**src/rtl/muldiv_ctrl.sv**
```systemverilog
// muldiv_ctrl: HI/LO multiply/divide sequencer with 1-cycle multiply and 32-step restoring divide
module muldiv_ctrl (
    input  logic        clk,
    input  logic        rst,
    input  logic        op_valid,
    input  logic [2:0]  op,
    input  logic [31:0] rs_data,
    input  logic [31:0] rt_data,
    input  logic        mf_req,
    input  logic        flush,
    output logic        op_ready,
    output logic        busy,
    output logic        stall_req,
    output logic        hi_wr,
    output logic        lo_wr,
    output logic [31:0] hi_wdata,
    output logic [31:0] lo_wdata
);
    typedef enum logic [1:0] {IDLE, MUL, DIV, DONE} state_t;
    state_t state_q, state_d;
    logic [5:0] cnt_q, cnt_d;
    logic [31:0] q_q, q_d, r_q, r_d, d_q, d_d;
    logic sgn_q, sgn_d, neg_q, neg_d, rneg_q, rneg_d;
    logic kill, acc, sdiv;
    logic [31:0] abs_a, abs_b, quo, rem;
    logic [32:0] shl, diff;
    logic [63:0] prod;
    assign kill = flush || rst;
    assign op_ready = state_q == IDLE;
    assign busy = !op_ready;
    assign acc = op_valid && op_ready && !kill && op != 3'b000 && op != 3'b111;
    assign stall_req = !kill && ((op_valid && op != 3'b000 && op != 3'b111 && !op_ready) || (mf_req && busy));
    assign sdiv = op == 3'b011;
    assign abs_a = (sdiv && rs_data[31]) ? -rs_data : rs_data;
    assign abs_b = (sdiv && rt_data[31]) ? -rt_data : rt_data;
    assign prod = {{32{sgn_q & q_q[31]}}, q_q} * {{32{sgn_q & d_q[31]}}, d_q};
    // q_q shifts dividend bits out at the top while quotient bits enter at the bottom
    assign shl = {r_q, q_q[31]};
    assign diff = shl - {1'b0, d_q};
    assign quo = neg_q ? -q_q : q_q;
    assign rem = rneg_q ? -r_q : r_q;
    always_comb begin
        state_d = state_q;
        cnt_d = cnt_q;
        q_d = q_q;
        r_d = r_q;
        d_d = d_q;
        sgn_d = sgn_q;
        neg_d = neg_q;
        rneg_d = rneg_q;
        hi_wr = 1'b0;
        lo_wr = 1'b0;
        hi_wdata = '0;
        lo_wdata = '0;
        case (state_q)
            IDLE: if (acc) begin
                if (op == 3'b101) begin
                    hi_wr = 1'b1;
                    hi_wdata = rs_data;
                end else if (op == 3'b110) begin
                    lo_wr = 1'b1;
                    lo_wdata = rs_data;
                end else if (op <= 3'b010) begin
                    state_d = MUL;
                    q_d = rs_data;
                    d_d = rt_data;
                    sgn_d = op == 3'b001;
                end else if (rt_data == '0) begin
                    state_d = DONE;
                    q_d = '1;
                    r_d = rs_data;
                    neg_d = 1'b0;
                    rneg_d = 1'b0;
                end else begin
                    state_d = DIV;
                    cnt_d = '0;
                    q_d = abs_a;
                    d_d = abs_b;
                    r_d = '0;
                    neg_d = sdiv && (rs_data[31] ^ rt_data[31]);
                    rneg_d = sdiv && rs_data[31];
                end
            end
            MUL: begin
                state_d = IDLE;
                hi_wr = !kill;
                lo_wr = !kill;
                hi_wdata = kill ? '0 : prod[63:32];
                lo_wdata = kill ? '0 : prod[31:0];
            end
            DIV: begin
                q_d = {q_q[30:0], !diff[32]};
                r_d = diff[32] ? shl[31:0] : diff[31:0];
                cnt_d = cnt_q + 6'd1;
                state_d = kill ? IDLE : (cnt_q == 6'd31 ? DONE : DIV);
            end
            DONE: begin
                state_d = IDLE;
                hi_wr = !kill;
                lo_wr = !kill;
                hi_wdata = kill ? '0 : rem;
                lo_wdata = kill ? '0 : quo;
            end
        endcase
    end
    always_ff @(posedge clk) begin
        if (rst) begin
            state_q <= IDLE;
            cnt_q <= '0;
            q_q <= '0;
            r_q <= '0;
            d_q <= '0;
            sgn_q <= 1'b0;
            neg_q <= 1'b0;
            rneg_q <= 1'b0;
        end else begin
            state_q <= state_d;
            cnt_q <= cnt_d;
            q_q <= q_d;
            r_q <= r_d;
            d_q <= d_d;
            sgn_q <= sgn_d;
            neg_q <= neg_d;
            rneg_q <= rneg_d;
        end
    end
endmodule

```
**config.mk**
```make
export PLATFORM = sky130hd
export DESIGN_NAME = muldiv_ctrl
export DESIGN_NICKNAME = d
export VERILOG_FILES = /design/src/rtl/muldiv_ctrl.sv
export SDC_FILE = /design/constraint.sdc
export NUM_CORES = 2
export LEC_CHECK = 0
export CORE_MARGIN = 1.5
export CORE_UTILIZATION = 60
export CTS_CLUSTER_SIZE = 16
export DETAILED_ROUTE_END_ITERATION = 8
export PLACE_DENSITY = 0.81
export SETUP_SLACK_MARGIN = 0.05
export SYNTH_ARGS = -nofsm -noshare
export SYNTH_HDL_FRONTEND = slang
export SYNTH_SLANG_ARGS = --single-unit
```
**constraint.sdc**
```tcl
create_clock -name clk -period 12.2 [get_ports clk]
set_input_delay 1.22 -clock clk [delete_from_list [all_inputs] [get_ports clk]]
set_output_delay 1.22 -clock clk [all_outputs]
set_load 0.03 [all_outputs]
```
==> metrics.cfg <==
[global_route]
grt_pass1_vias = 43100
grt_max_degree = 85
antenna_found_initial = 7
grt-ovfl-total = 0
track_usage_pct = 38.2
grt_pass1_wl_um = 240000

[routing]
route.detailed.drc = 0
vias = 40600
first_pass_iters = 6
ant_nets = 0
routed_wl_um = 152000
dr.first_iter.drc_count = 4351
via_per_inst = 6.09
wl_per_cell_um = 22.8

[die]
fp.dieH_um = 287
core_um2 = 79400
fp.dieW_um = 287
rows = 103
ios = 141
initial_core_util_pct = 61.0
die_area_um2 = 82400

[worst_setup_path]
worst-setup-path-type = reg -> out
r2r-end = r_q[27]$_SDFFE_PP0P_
startpoint_type = register
worstPathArrival_ps = 10430
rrSetupSlack_ps = 6350
r2r_start = d_q[15]$_SDFFE_PP0P_
cp.required_ps = 10980
crit_path_end_kind = primary output
cp_max_fo = 30
rr_worst_depth = 11
crit_end = hi_wdata[28]
crit_start = d_q[0]$_SDFFE_PP0P_

[logic_synthesis]
synthTopCellsByCount = 1187 x inv_1, 1126 x fa_1, 887 x nand2_1, 303 x clkbuf_1, 299 x and2_1
async_reset_ff_share_pct = 0
ys_warn_count = 0
synthXorXnorAreaFrac_pct = 3.78
synth_flop_cell = dfxtp_1
seq_area_frac_synth_pct = 4.43
yosysTopAreaCellShare_pct = 46.6
synth_fa_ha_area_share_pct = 53.0
synth_top_area_cell = fa_1
synth.most_common_cell = inv_1
synth-simple-area-share_pct = 16.8
syn-cell-area_um2 = 48400
synth_cells = 5723
yosysUniqueCellTypes = 85
muxShareOfSynthArea_pct = 0.367
postSynthAreaPerCell_um2 = 8.46
syn_nets = 7171
synth_area_leaders = fa_1 47%, inv_1 9.2%, nand2_1 6.9%, ha_1 6.5%, dfxtp_1 4.4%
ys_ff_latch = 107
synth_top_family_by_area = adder cells
synth_compound_area_share_pct = 9.47
synth_edf_count = 0

[clocking]
postCtsHoldBufs = 0
clk_pin_slew_ps = 90
clock_sink_count = 107
cts_tree = built
clock_latency_ps = 390
cts_setup_buffers = 0
cts_resized = 0
cts_buffers = 9
cts_root_buffer = clkbuf_16
clockBufferDepth = 2
htreeDepth = 3

[power]
ir_drop_mv = 0.0764
leakagePower_nw = 24.0
totalPowerFinal_mw = 1.61
power_density_nw_per_um2 = 31.7

[timing]
clock_skew_ps = 20.7
hold_slack_ps = 466
hold_viol = 0
fmaxAchievable_mhz = 85.9
period_share_pct = 95.5
fin_crit_ps = 11650
maxSlewViolCount = 0
worstMarginPinSlew_ps = 1380
rsz0062_at_grt = false
setup-tns-final_ps = 0
max_slew_margin_pct = 7.70
setup_slack_ps = 553
setup_viol = 0

[job]
drv_cap = 0

[final_layout]
fin_nets = 7057
final_cell_area_um2 = 50800
layout-drive-gt1-share_pct = 3.30
fill_cells = 6608
synthToLayoutAreaGrowth_pct = 5.02

[placement]
dp_slack_ps = 1120
post-dp-hpwl_um = 123000
numPortBuffers = 140
gp_congestion = 1.05
placed_cell_area_um2 = 50500

[min_path]
hp-class = reg -> reg

[run_status]
status = finished clean

-- kinds of logic after synthesis --
group	Yosys count
AO/OA/AOI/OAI	701
flip-flops	107
adder cells (fa/ha/maj)	1376
AND/OR/NAND/NOR	1757
buffers and inverters	1556
XOR/XNOR	209
multiplexers	17
-- metrics by stage --
| step | utilization (%) | instances |
|---|---|---|
| 2_1_floorplan | - | 5723 |
| 3_3_place_gp | 63.6 | 6648 |
| 3_5_place_dp | 63.6 | 6648 |
| 4_1_cts | 64.0 | 6664 |
| 5_1_grt | 64.0 | 6664 |
| 6_report | 64.0 | 6665 |
-- layout by cell type, fill, tap and decap left out, types with 13 or more instances in the layout --
cell type | Yosys | layout
o31ai_1 | 37 | 37
a21o_1 | 35 | 35
and2_1 | 299 | 299
or4_1 | 13 | 13
or2_2 | 17 | 17
nor3_1 | 58 | 56
nor2b_1 | 16 | 15
a21oi_1 | 196 | 196
fa_1 | 1126 | 1126
nand3_1 | 65 | 65
o21ai_0 | 157 | 157
nand2_1 | 887 | 886
or3_1 | 24 | 24
a31oi_1 | 25 | 25
a221oi_1 | 15 | 15
nor2_1 | 254 | 252
a211oi_1 | 40 | 40
nand4_1 | 25 | 25
inv_1 | 1187 | 1187
ha_1 | 250 | 250
o21bai_1 | 15 | 15
o21a_1 | 20 | 20
o221ai_1 | 19 | 19
a311oi_1 | 13 | 13
a22oi_1 | 32 | 32
clkdlybuf4s50_1 | 0 | 135
dfxtp_1 | 107 | 106
buf_4 | 2 | 105
xnor2_1 | 121 | 121
nor4_1 | 20 | 20
xor2_1 | 88 | 88
and3_1 | 35 | 35
o41ai_1 | 17 | 17
-- cell type report --
| cell class | count | area, um^2 | share of cell area, % |
|---|---|---|---|
| multi-input combinational | 4060 | 40400 | 79.5 |
| inverter | 1188 | 4460 | 8.77 |
| timing repair buffer | 243 | 2200 | 4.33 |
| sequential | 107 | 2140 | 4.22 |
| tap | 1050 | 1310 | 2.58 |
| clock buffer | 9 | 225 | 0.443 |
| clock inverter | 7 | 78.8 | 0.155 |
| antenna | 1 | 2.50 | 0.00492 |
-- power by group --
part	total [mW]	internal [mW]	switching, mW
clock network	0.326	0.148	0.178
registers	0.414	0.364	0.0496
logic	0.873	0.290	0.583
total	1.61	0.802	0.811
-- state kept, by name (all words and copies together), names as in the netlist --
register / flops
r_q: 32
rneg_q: 1
neg_q: 1
d_q: 32
cnt_q: 6
state_q: 2
sgn_q: 1
q_q: 32
-- worst max-delay path, cell delays in order (launching register included) --
cell       delay, ps
dfxtp_1          990
nand2_1          200
inv_1            190
fa_1             500
fa_1             640
fa_1             540
inv_1            450
fa_1             500
inv_1             80
fa_1             440
fa_1             500
fa_1             500
inv_1             50
fa_1             480
inv_1             50
ha_1             420
nand4_1          340
nor3_1           370
nand4_1          190
a2111oi_0        350
nor3_1           270
o311ai_0         940
nand4_1          370
o41a_1           400
nand3_1          140
buf_12           140
-- metal layers --
layer | GRT usage (%) | routed length (um) | vias to the layer above
met2 | 60.3 | 69600 | 2525
met4 | 24.4 | 11700 | 4
li1 | - | - | 17200
met1 | 47.5 | 53100 | 20300
met3 | 8.96 | 17700 | 661
met5 | 0 | 25 | -
-- how the worst min path moves through the flow --
stage	slack (ps)	endpoint	depth (start not counted)	startpoint
floorplan	470	cnt_q[5]$_SDFFE_PP0P_	2	cnt_q[5]$_SDFFE_PP0P_
global placement	440	neg_q$_SDFFE_PP0P_	2	neg_q$_SDFFE_PP0P_
detailed placement	450	neg_q$_SDFFE_PP0P_	2	neg_q$_SDFFE_PP0P_
CTS	460	neg_q$_SDFFE_PP0P_	2	neg_q$_SDFFE_PP0P_
global route	480	neg_q$_SDFFE_PP0P_	2	neg_q$_SDFFE_PP0P_
finish	470	neg_q$_SDFFE_PP0P_	2	neg_q$_SDFFE_PP0P_
(Power assumes the default switching activity.)
